[config.mk]
export PLATFORM = sky130hd
export DESIGN_NAME = gcd_unit
export DESIGN_NICKNAME = d
export VERILOG_FILES = /design/src/rtl/gcd_pkg.sv /design/src/rtl/gcd_unit.sv
export SDC_FILE = /design/constraint.sdc
export NUM_CORES = 1
export LEC_CHECK = 0
export ABC_AREA = 0
export CORE_MARGIN = 10
export CORE_UTILIZATION = 43
export CTS_BUF_LIST = sky130_fd_sc_hd__clkbuf_16
export CTS_CLUSTER_DIAMETER = 50
export DETAILED_ROUTE_END_ITERATION = 7
export PLACE_DENSITY = 0.68
export SLEW_MARGIN = 20
export SYNTH_ARGS = -nofsm -noshare
export SYNTH_HDL_FRONTEND = slang
export SYNTH_SLANG_ARGS = --single-unit
export TNS_END_PERCENT = 10
[constraint.sdc]
create_clock -name clk_i -period 2.3 [get_ports clk_i]
set_input_delay 0.46 -clock clk_i [delete_from_list [all_inputs] [get_ports clk_i]]
set_output_delay 0.46 -clock clk_i [all_outputs]
set_load 0.02 [all_outputs]
[src/rtl/gcd_pkg.sv]
// Shared types and constants for the subtractive GCD unit.
package gcd_pkg;

    // Operand/result width when the instantiating module does not override it.
    localparam int DEFAULT_DATA_WIDTH = 4;

    // IDLE: accepting a pair, CALC: one compare/subtract step per cycle,
    // DONE: result presented until downstream takes it.
    typedef enum logic [1:0] {
        IDLE = 2'd0,
        CALC = 2'd1,
        DONE = 2'd2
    } gcd_state_t;

endpackage

[src/rtl/gcd_unit.sv]
// Subtractive GCD engine with valid/ready handshakes on both sides.
//
// Handshake semantics: a transfer happens on a rising clk_i edge where both
// valid and ready are high. in_ready_o is high only in IDLE and out_valid_o
// only in DONE, both decoded straight from the state register, so neither
// depends combinationally on the opposite side's valid/ready.
//
// Optional feature: define GCD_ITER_CNT_EN to add the iter_o port, which
// reports how many CALC cycles the current/last job took.
module gcd_unit
    import gcd_pkg::*;
#(
    parameter int DATA_WIDTH = DEFAULT_DATA_WIDTH
) (
    input  logic                  clk_i,
    input  logic                  rst_i,
    input  logic [DATA_WIDTH-1:0] a_i,
    input  logic [DATA_WIDTH-1:0] b_i,
    input  logic                  in_valid_i,
    output logic                  in_ready_o,
    output logic [DATA_WIDTH-1:0] gcd_o,
    output logic                  out_valid_o,
    input  logic                  out_ready_i
`ifdef GCD_ITER_CNT_EN
    ,
    output logic [DATA_WIDTH-1:0] iter_o
`endif
);

    gcd_state_t            state, state_next;
    logic [DATA_WIDTH-1:0] a_reg, a_next;
    logic [DATA_WIDTH-1:0] b_reg, b_next;
    logic [DATA_WIDTH-1:0] result, result_next;
    logic                  accept;
    logic                  finish;

    assign in_ready_o  = (state == IDLE);
    assign out_valid_o = (state == DONE);
    assign gcd_o       = result;
    assign accept      = in_valid_i & in_ready_o;

    // A zero operand or equal operands means the other/either value is the GCD.
    assign finish = (a_reg == '0) || (b_reg == '0) || (a_reg == b_reg);

    // State and datapath registers; reset discards any job in flight.
    always_ff @(posedge clk_i) begin
        if (rst_i) begin
            state  <= IDLE;
            a_reg  <= '0;
            b_reg  <= '0;
            result <= '0;
        end else begin
            state  <= state_next;
            a_reg  <= a_next;
            b_reg  <= b_next;
            result <= result_next;
        end
    end

    // Next-state and datapath: load on accept, subtract smaller from larger in CALC.
    always_comb begin
        state_next  = state;
        a_next      = a_reg;
        b_next      = b_reg;
        result_next = result;
        case (state)
            IDLE: begin
                if (accept) begin
                    a_next     = a_i;
                    b_next     = b_i;
                    state_next = CALC;
                end
            end
            CALC: begin
                if (finish) begin
                    result_next = (a_reg == '0) ? b_reg : a_reg;
                    state_next  = DONE;
                end else if (a_reg > b_reg) begin
                    a_next = a_reg - b_reg;
                end else begin
                    b_next = b_reg - a_reg;
                end
            end
            DONE: begin
                // Consumption returns to IDLE; the accept can only happen a cycle later.
                if (out_ready_i) begin
                    state_next = IDLE;
                end
            end
            default: begin
                state_next = IDLE;
            end
        endcase
    end

`ifdef GCD_ITER_CNT_EN
    logic [DATA_WIDTH-1:0] iter_cnt;

    // CALC-cycle counter: cleared on accept, counts each CALC cycle, holds otherwise.
    // A job never exceeds 2^DATA_WIDTH-1 CALC cycles, so it cannot wrap.
    always_ff @(posedge clk_i) begin
        if (rst_i) begin
            iter_cnt <= '0;
        end else if (accept) begin
            iter_cnt <= '0;
        end else if (state == CALC) begin
            iter_cnt <= iter_cnt + DATA_WIDTH'(1);
        end
    end

    assign iter_o = iter_cnt;
`endif

endmodule

==> reports/metrics.cfg, run 1 <==
[status]
status=completed

[pwr]
combPwrFrac_pct=43.3
power.switching_mw=0.410
power.total_mw=1.15
ir_drop_v=0.000618
seq_power_share_pct=27.7
p_per_area_mw_per_mm2=905
clkPwrFrac_pct=29.0
cellLeakagePower_nw=0.510
switching_share_pct=35.6
p_int_mw=0.741

[timing]
setup_viol=0
tns_ps=0
slew_headroom_pct=63.9
slew_violations=0
max_freq_mhz=481
worst_pin_slew_ps=537
rsz0062_at_grt=no
hold_viol_final=0
finalCritPeriodShare_pct=90.4
min_period_ps=2080
fin_skew_ps=5.93

[synthesis]
synth_cell_type_count=30
synth_edf_count=0
yosysWarnings=0
synth_largest_area_cell=dfxtp_1
synth_flop_cell=dfxtp_1
ys_seq_elements=14
avgSynthCellArea_um2=8.57
syn_nets=133
synth_top_area_share_pct=29.2
syn_inst=112
ys_seq_area_share_pct=29.2
synth_area_leaders=dfxtp_1 (29%), ha_1 (9.1%), a211oi_1 (7.0%)
syn_area_um2=960
synthArstFlopShare_pct=0

[global_routing]
antenna_found_initial=0
grt_start_max_net_pins=11
grt_pass1_wl_mm=3.99
grt_overflow=0
track_usage_pct=11.1
grt_pass1_vias=858

[routing]
drc=0
drt_iter0_markers=36
vias=893
wire_per_inst_um=14.1
dr.pass1.iters=4
antenna_left=0
wirelength_mm=2.30
via_per_inst=5.48

[clock_network]
hold_buffers=0
h-tree-depth=1
clk_path_buf_depth=2
clkSinkCount=14
cts_tree=done
clk_pin_slew_ps=50
clk_latency_ps=250
numCtsBuffers=3
cts_resized=0
post_cts_buffers=0
cts-root-buf=clkbuf_16

[floorplan]
start_util_pct=44.2
fp.dieW_um=67.2
io_pins=18
coreArea_mm2=0.00217
dieArea_mm2=0.00452
die_h_um=67.2
num_rows=17

[placement]
portBuffers=17
dpl.hpwl_mm=1.84
gp_congestion=0.829

[setup_path]
worst_ep_arrival_time_ps=2250
cp.required_ps=2470
crit_type=reg -> reg
startpoint_type=flip-flop
crit_fanout=5
cp-end-kind=flip-flop

[hold_path]
min_path_type=reg -> reg

[flow_run]
maxCapViolCount=0

[final_layout]
area_growth_pct=32.5
final_net_count=157
drive_gt1_share_pct=11.1
diodes=0

## per-stage QoR
stage / hold WS [ps] / utilization (%) / cells / cell area (um^2) / setup WS (ps)
after floorplan: 477 / - / 112 / 960 / 422
after global placement: 491 / 55.0 / 159 / 1190 / 317
after detailed placement: 500 / 55.0 / 159 / 1190 / 267
after CTS: 506 / 58.6 / 163 / 1270 / 242
after global routing: 533 / 58.6 / 163 / 1270 / 105
final: 503 / 58.6 / 163 / 1270 / 221
## cell usage in the layout (no fill, tap or decap)
master	netlist	final
a21o_1	3	3
o211ai_1	3	3
nor2_1	9	9
o21ai_0	3	3
a21oi_1	9	9
or4_4	2	2
nand2b_1	1	1
a31oi_1	1	1
nor3b_1	1	1
clkdlybuf4s50_1	0	17
a211oi_1	9	9
o21ai_1	1	1
inv_1	10	10
xnor2_1	2	2
a21oi_4	1	1
ha_1	7	7
clkinv_1	0	1
mux2i_1	4	4
nand4_1	2	2
and4_4	1	1
mux2_2	1	1
fa_1	2	2
nor4_1	1	1
and2_1	2	2
a31oi_4	1	1
a311oi_1	3	3
nand2_1	12	12
o311a_1	1	1
clkbuf_16	0	3
buf_4	0	6
dfxtp_1	14	14
nor2b_1	2	2
## cell families after synthesis
family                   Yosys count  synth area share (%)
multiplexers                       5                  5.35
XOR/XNOR                           2                  1.83
adder cells (fa/ha/maj)            9                  13.3
AO/OA/AOI/OAI                     35                  26.9
buffers and inverters             14                  5.74
flip-flops                        14                  29.2
AND/OR/NAND/NOR                   33                  17.7
## synth_stat cells, types with 3 or more instances
cell and instances:
nand2_1 12, a211oi_1 9, mux2i_1 4, a21oi_1 9
a21o_1 3, dfxtp_1 14, o21ai_0 3, a311oi_1 3
ha_1 7, o211ai_1 3, nor2_1 9, inv_1 10
## cell type report
cell class,count,area [um^2]
fill,204,898
tap,28,35.0
clock buffer,3,75.1
timing repair buffer,23,215
inverter,10,37.5
sequential,14,280
multi-input combinational,84,624
clock inverter,1,3.75
## power groups by stage
stage | Sequential [mW] | Combinational [mW] | Clock (mW)
detailed placement | 0.323 | 0.495 | 0
finish | 0.319 | 0.498 | 0.334
global placement | 0.322 | 0.490 | 0
floorplan | 0.337 | 0.337 | 0
CTS | 0.319 | 0.499 | 0.337
global route | 0.324 | 0.550 | 0.355
## worst max-delay path: stages, from the launching register on
cell and delay (ps):
dfxtp_1 400, ha_1 170, inv_1 60, fa_1 410, a21o_1 190, a21o_1 230, o21ai_1 310, mux2i_1 240
## final timing paths
kind | start | to | slack [ps] | cells past startpoint
max reg2reg | b_reg[0]$_SDFFE_PP0P_ | b_reg[0]$_SDFFE_PP0P_ | 220 | 7
min reg2reg | gcd_o[0]$_SDFFE_PP0P_ | gcd_o[0]$_SDFFE_PP0P_ | 500 | 2
min | gcd_o[0]$_SDFFE_PP0P_ | gcd_o[0]$_SDFFE_PP0P_ | 500 | 2
max | b_reg[0]$_SDFFE_PP0P_ | b_reg[0]$_SDFFE_PP0P_ | 220 | 7
## metal layers
layer / vias up / GRT usage (%) / part of all wire [%] / routed length (um)
li1: 457 / - / - / -
met1: 414 / 13.9 / 46 / 1070
met2: 18 / 16.9 / 47 / 1070
met3: 4 / 4.46 / 6.0 / 138
met4: 0 / 3.85 / 0.91 / 21
met5: - / 0 / 0 / 0
Power figures use the tool's default switching activity.
==> inputs of run 2 (changes only) <==
--- a/config.mk
+++ b/config.mk
@@ -7,11 +7,11 @@
 export LEC_CHECK = 0
 export ABC_AREA = 0
 export CORE_MARGIN = 10
-export CORE_UTILIZATION = 43
+export CORE_UTILIZATION = 50
 export CTS_BUF_LIST = sky130_fd_sc_hd__clkbuf_16
 export CTS_CLUSTER_DIAMETER = 50
 export DETAILED_ROUTE_END_ITERATION = 7
-export PLACE_DENSITY = 0.68
+export PLACE_DENSITY = 0.77
 export SLEW_MARGIN = 20
 export SYNTH_ARGS = -nofsm -noshare
 export SYNTH_HDL_FRONTEND = slang
==> run 2 against run 1 <==
  * Sequential power up 5%
  * Total power up 1.5%
  * Routed wire length up 13%
  * Via count up 2.2%
  * Die area down 9.9%
  * Clock power about the same
  * Fmax down 5.0%
  * Hold slack worse by 9.1 ps
  * Critical path depth up 1
  * Critical endpoint is now b_reg[3]$_SDFFE_PP0P_
  * Flip-flop and latch count unchanged
  * Global-route usage up 1.3 points
  * Setup slack worse by 110 ps
==> reports/metrics.cfg, run 2 (synthesis gave the netlist of run 1 again) <==
[routing]
drt_iter0_markers=46
drc=0
wirelength_mm=2.59
vias=913
wire_per_inst_um=16.5
dr.pass1.iters=4
antenna_left=0
via_per_inst=5.82

[setup_path]
r2r.worst_path.cells=8
crit_type=reg -> reg
cp.required_ps=2400
cp-end-kind=flip-flop
worst_ep_arrival_time_ps=2290
crit_slowest_cell=fa_1
worstPathCellList=inv_1 > ha_1 > inv_1 > fa_1 > a21o_1 > a21o_1 > o21ai_2 > a311oi_1
crit_fanout=6
startpoint_type=flip-flop
slowest_delay_ps=410

[pwr]
p_per_area_mw_per_mm2=933
power.switching_mw=0.433
clkPwrFrac_pct=28.7
cellLeakagePower_nw=0.496
seq_power_share_pct=28.6
switching_share_pct=37.1
combPwrFrac_pct=42.7
ir_drop_v=0.000610
p_int_mw=0.735

[placement]
dpl.hpwl_mm=1.92
portBuffers=17
gp_congestion=0.927

[final_layout]
nFillCells=150
final_core_utilization_pct=71.0
area_growth_pct=30.5
final_cell_mix=clkdlybuf4s50_1 (17), dfxtp_1 (14), nand2_1 (12), inv_1 (10)
drive_gt1_share_pct=10.6
final_common_cell=clkdlybuf4s50_1
final_net_count=154
diodes=0

[global_routing]
gr-usage-met3_pct=4.01
grt_use_met2_pct=20.9
use_met1_pct=14.6
grt_overflow=0
grt_pass1_wl_mm=4.24
grt_start_max_net_pins=11
track_usage_pct=12.5
busiest_layer=met2
grt_pass1_vias=922
antenna_found_initial=0

[timing]
max_freq_mhz=457
min_period_ps=2190
finalCritPeriodShare_pct=95.2
rsz0062_at_grt=no
slew_violations=0
hold_viol_final=0
worst_pin_slew_ps=692
slew_headroom_pct=53.5
setup_viol=0
tns_ps=0
holdWs_ps=494
fin_skew_ps=1.02

[floorplan]
dieArea_mm2=0.00407
fp.dieW_um=63.8
num_rows=15
io_pins=18
coreArea_mm2=0.00176
die_h_um=63.8
start_util_pct=54.4

[clock_network]
h-tree-depth=1
clkSinkCount=14
cts_resized=0
hold_buffers=0
clk_pin_slew_ps=50
post_cts_buffers=0
clk_path_buf_depth=2
clk_latency_ps=250
numCtsBuffers=3
cts_tree=done
cts-root-buf=clkbuf_16

[flow_run]
maxCapViolCount=0

[status]
status=completed

[hold_path]
min_path_cells=2
min_path_type=reg -> reg

-- run 2: changes by cell type in the layout (fill, tap and decap cells not counted), sizes merged --
cell  change
buf       -3
-- run 2: path summary, 6_finish.rpt --
kind,start,to,slack (ps)
max,a_reg[0]$_SDFFE_PP0P_,b_reg[3]$_SDFFE_PP0P_,110
min,gcd_o[3]$_SDFFE_PP0P_,gcd_o[3]$_SDFFE_PP0P_,490
max reg2reg,a_reg[0]$_SDFFE_PP0P_,b_reg[3]$_SDFFE_PP0P_,110
min reg2reg,gcd_o[3]$_SDFFE_PP0P_,gcd_o[3]$_SDFFE_PP0P_,490
-- run 2: through the flow --
stage	std cells	worst slack [ps]	cell area (um^2)	total power, mW
2_1_floorplan	112	422	960	0.674
3_3_place_gp	153	188	1170	0.802
3_5_place_dp	153	86.1	1170	0.815
4_1_cts	157	25.9	1240	1.15
5_1_grt	157	46.8	1250	1.23
6_report	157	111	1250	1.17
-- run 2: final cells by class --
type	count	area, um^2	share of cell area (%)
Clock buffer	3	75.1	5.99
Clock inverter	1	3.75	0.300
Inverter	10	37.5	3.00
Multi-Input combinational cell	84	632	50.4
Sequential cell	14	280	22.4
Tap cell	25	31.3	2.50
Timing Repair Buffer	20	193	15.4
-- run 2: per-layer routing --
| layer | wire (um) | vias to the layer above |
|---|---|---|
| met5 | 0 | - |
| met4 | 36 | 0 |
| met3 | 171 | 4 |
| met2 | 1280 | 52 |
| met1 | 1100 | 414 |
| li1 | - | 443 |
-- run 2: critical path: cells and delay by family, from the launching register on --
family / cells / cell delay (ps)
AOI/OAI and AO/OA: 4 / 930
buffers and inverters: 2 / 160
adders and majority gates: 2 / 580
DFF: 1 / 360
-- run 2: power groups by stage --
stage               logic [mW]  registers (mW)  clock network [mW]
detailed placement       0.480           0.335                   0
floorplan                0.337           0.337                   0
global route             0.541           0.340               0.345
global placement         0.469           0.333                   0
finish                   0.499           0.334               0.335
CTS                      0.487           0.331               0.335
==> inputs of run 3 (changes only) <==
--- a/config.mk
+++ b/config.mk
@@ -12,6 +12,7 @@
 export CTS_CLUSTER_DIAMETER = 50
 export DETAILED_ROUTE_END_ITERATION = 7
 export PLACE_DENSITY = 0.77
+export SETUP_SLACK_MARGIN = 0.3
 export SLEW_MARGIN = 20
 export SYNTH_ARGS = -nofsm -noshare
 export SYNTH_HDL_FRONTEND = slang
==> run 3 against run 2 <==
  * Fmax grew 11%
  * Clock skew grew 2.3 ps
  * Global-route usage grew 0.39 points
  * Routed wire length grew 6.0%
  * Clock-buffer cell count is the same
  * Clock power is essentially flat
  * Largest cell class unchanged
==> reports/metrics.cfg, run 3 (synthesis gave the netlist of run 1 again) <==
[timing]
slew_violations=0
final.setup.worst_slack_ps=324
setup_viol=0
fin_skew_ps=3.31
worst_pin_slew_ps=686
hold_viol_final=0
min_period_ps=1980
rsz0062_at_grt=yes
max_freq_mhz=506
tns_ps=0
slew_headroom_pct=53.9
finalCritPeriodShare_pct=85.9

[clock_network]
cts_tree=done
clk_path_buf_depth=2
clkSinkCount=14
cts-root-buf=clkbuf_16
clk_pin_slew_ps=50
hold_buffers=0
numCtsBuffers=3
clk_latency_ps=250
h-tree-depth=1

[final_layout]
diodes=0
final_cell_mix=clkdlybuf4s50_1 (17), nand2_1 (12), dfxtp_1 (10)
nFillCells=133
area_growth_pct=38.5
drive_gt1_share_pct=21.3
final_net_count=158
final_common_cell=clkdlybuf4s50_1

[setup_path]
worst_ep_arrival_time_ps=2080
crit_fanout=4
cp.depth=8
startpoint_type=flip-flop
slowest_delay_ps=360
cp_top_family=compound AO/OA/AOI/OAI gates
worstPathCellList=inv_1 > ha_2 > inv_2 > fa_2 > a21o_1 > a21o_4 > o21ai_4 > a311oi_2
cp-end-kind=flip-flop
cp.required_ps=2410
crit_buf_inv=2
crit_slowest_cell=fa_2
r2r.worst_path.cells=8
crit_type=reg -> reg

[floorplan]
coreArea_mm2=0.00176
dieArea_mm2=0.00407
num_rows=15
start_util_pct=54.4
io_pins=18
die_h_um=63.8
fp.dieW_um=63.8

[routing]
antenna_left=0
drt_iter0_markers=46
dr.pass1.iters=6
drc=0
via_per_inst=5.90
wire_per_inst_um=17.1
wirelength_mm=2.75
vias=950

[global_routing]
grt_pass1_vias=950
grt_pass1_wl_mm=4.31
antenna_found_initial=0
track_usage_pct=12.9
grt_start_max_net_pins=11
grt_overflow=0

[pwr]
ir_drop_v=0.000648
cellLeakagePower_nw=0.515
p_per_area_mw_per_mm2=933

[placement]
gp_congestion=0.927
portBuffers=17
dpl.hpwl_mm=1.92
place_ws_ps=86.1

[hold_path]
min_path_type=reg -> reg
min_path_cells=2

[flow_run]
maxCapViolCount=0

[status]
status=completed

==> run 3: changes by cell type in the layout (fill, tap and decap cells not counted), sizes merged <==
cell / before / now
buf: 3 / 7
==> run 3: cell type report <==
cell class / count / area (um^2) / share of cell area [%]
well taps: 25 / 31.3 / 2.35
multi-input cells: 84 / 671 / 50.5
repair buffers: 24 / 223 / 16.8
flip-flops and latches: 14 / 288 / 21.7
clock buffers: 3 / 75.1 / 5.65
inverters: 10 / 37.5 / 2.82
clock inverters: 1 / 3.75 / 0.282
==> run 3: what timing repair did <==
action / CTS / global route
pin swaps: 2 / 5
endpoints found under the setup margin: 7 / 12
setup buffers: 0 / 4
gates resized for setup: 9 / 7
==> run 3: metal layers <==
metal / track usage (%) / up-vias / routed length [um]
li1: - / 454 / -
met1: 14.3 / 427 / 1100
met2: 21.4 / 57 / 1330
met3: 4.53 / 12 / 235
met4: 6.01 / 0 / 82
met5: 0 / - / 0
==> run 3: worst paths after layout <==
kind	from	to	slack, ps
worst max register to register	a_reg[0]$_SDFFE_PP0P_	b_reg[3]$_SDFFE_PP0P_	320
worst min register to register	gcd_o[3]$_SDFFE_PP0P_	gcd_o[3]$_SDFFE_PP0P_	490
worst max-delay path	a_reg[0]$_SDFFE_PP0P_	b_reg[3]$_SDFFE_PP0P_	320
worst min-delay path	gcd_o[3]$_SDFFE_PP0P_	gcd_o[3]$_SDFFE_PP0P_	490
==> run 3: worst reg2reg max path: stages (launching register included) <==
cell,delay (ps)
dfxtp_4,340
inv_1,50
ha_2,180
inv_2,50
fa_2,360
a21o_1,220
a21o_4,250
o21ai_4,240
a311oi_2,150
==> run 3: stage by stage <==
step | std cells | power, mW | instance area, um^2 | utilization (%) | hold WS, ps
finish | 161 | 1.24 | 1330 | 75.3 | 494
detailed placement | 153 | 0.815 | 1170 | 66.1 | 492
global placement | 153 | 0.802 | 1170 | 66.1 | 489
global route | 161 | 1.30 | 1330 | 75.3 | 530
floorplan | 112 | 0.674 | 960 | - | 477
CTS | 157 | 1.20 | 1290 | 72.9 | 496
==> run 3: power breakdown <==
part	total, mW	internal [mW]	switching (mW)
registers	0.334	0.286	0.0488
logic	0.570	0.260	0.310
clock network	0.336	0.230	0.105
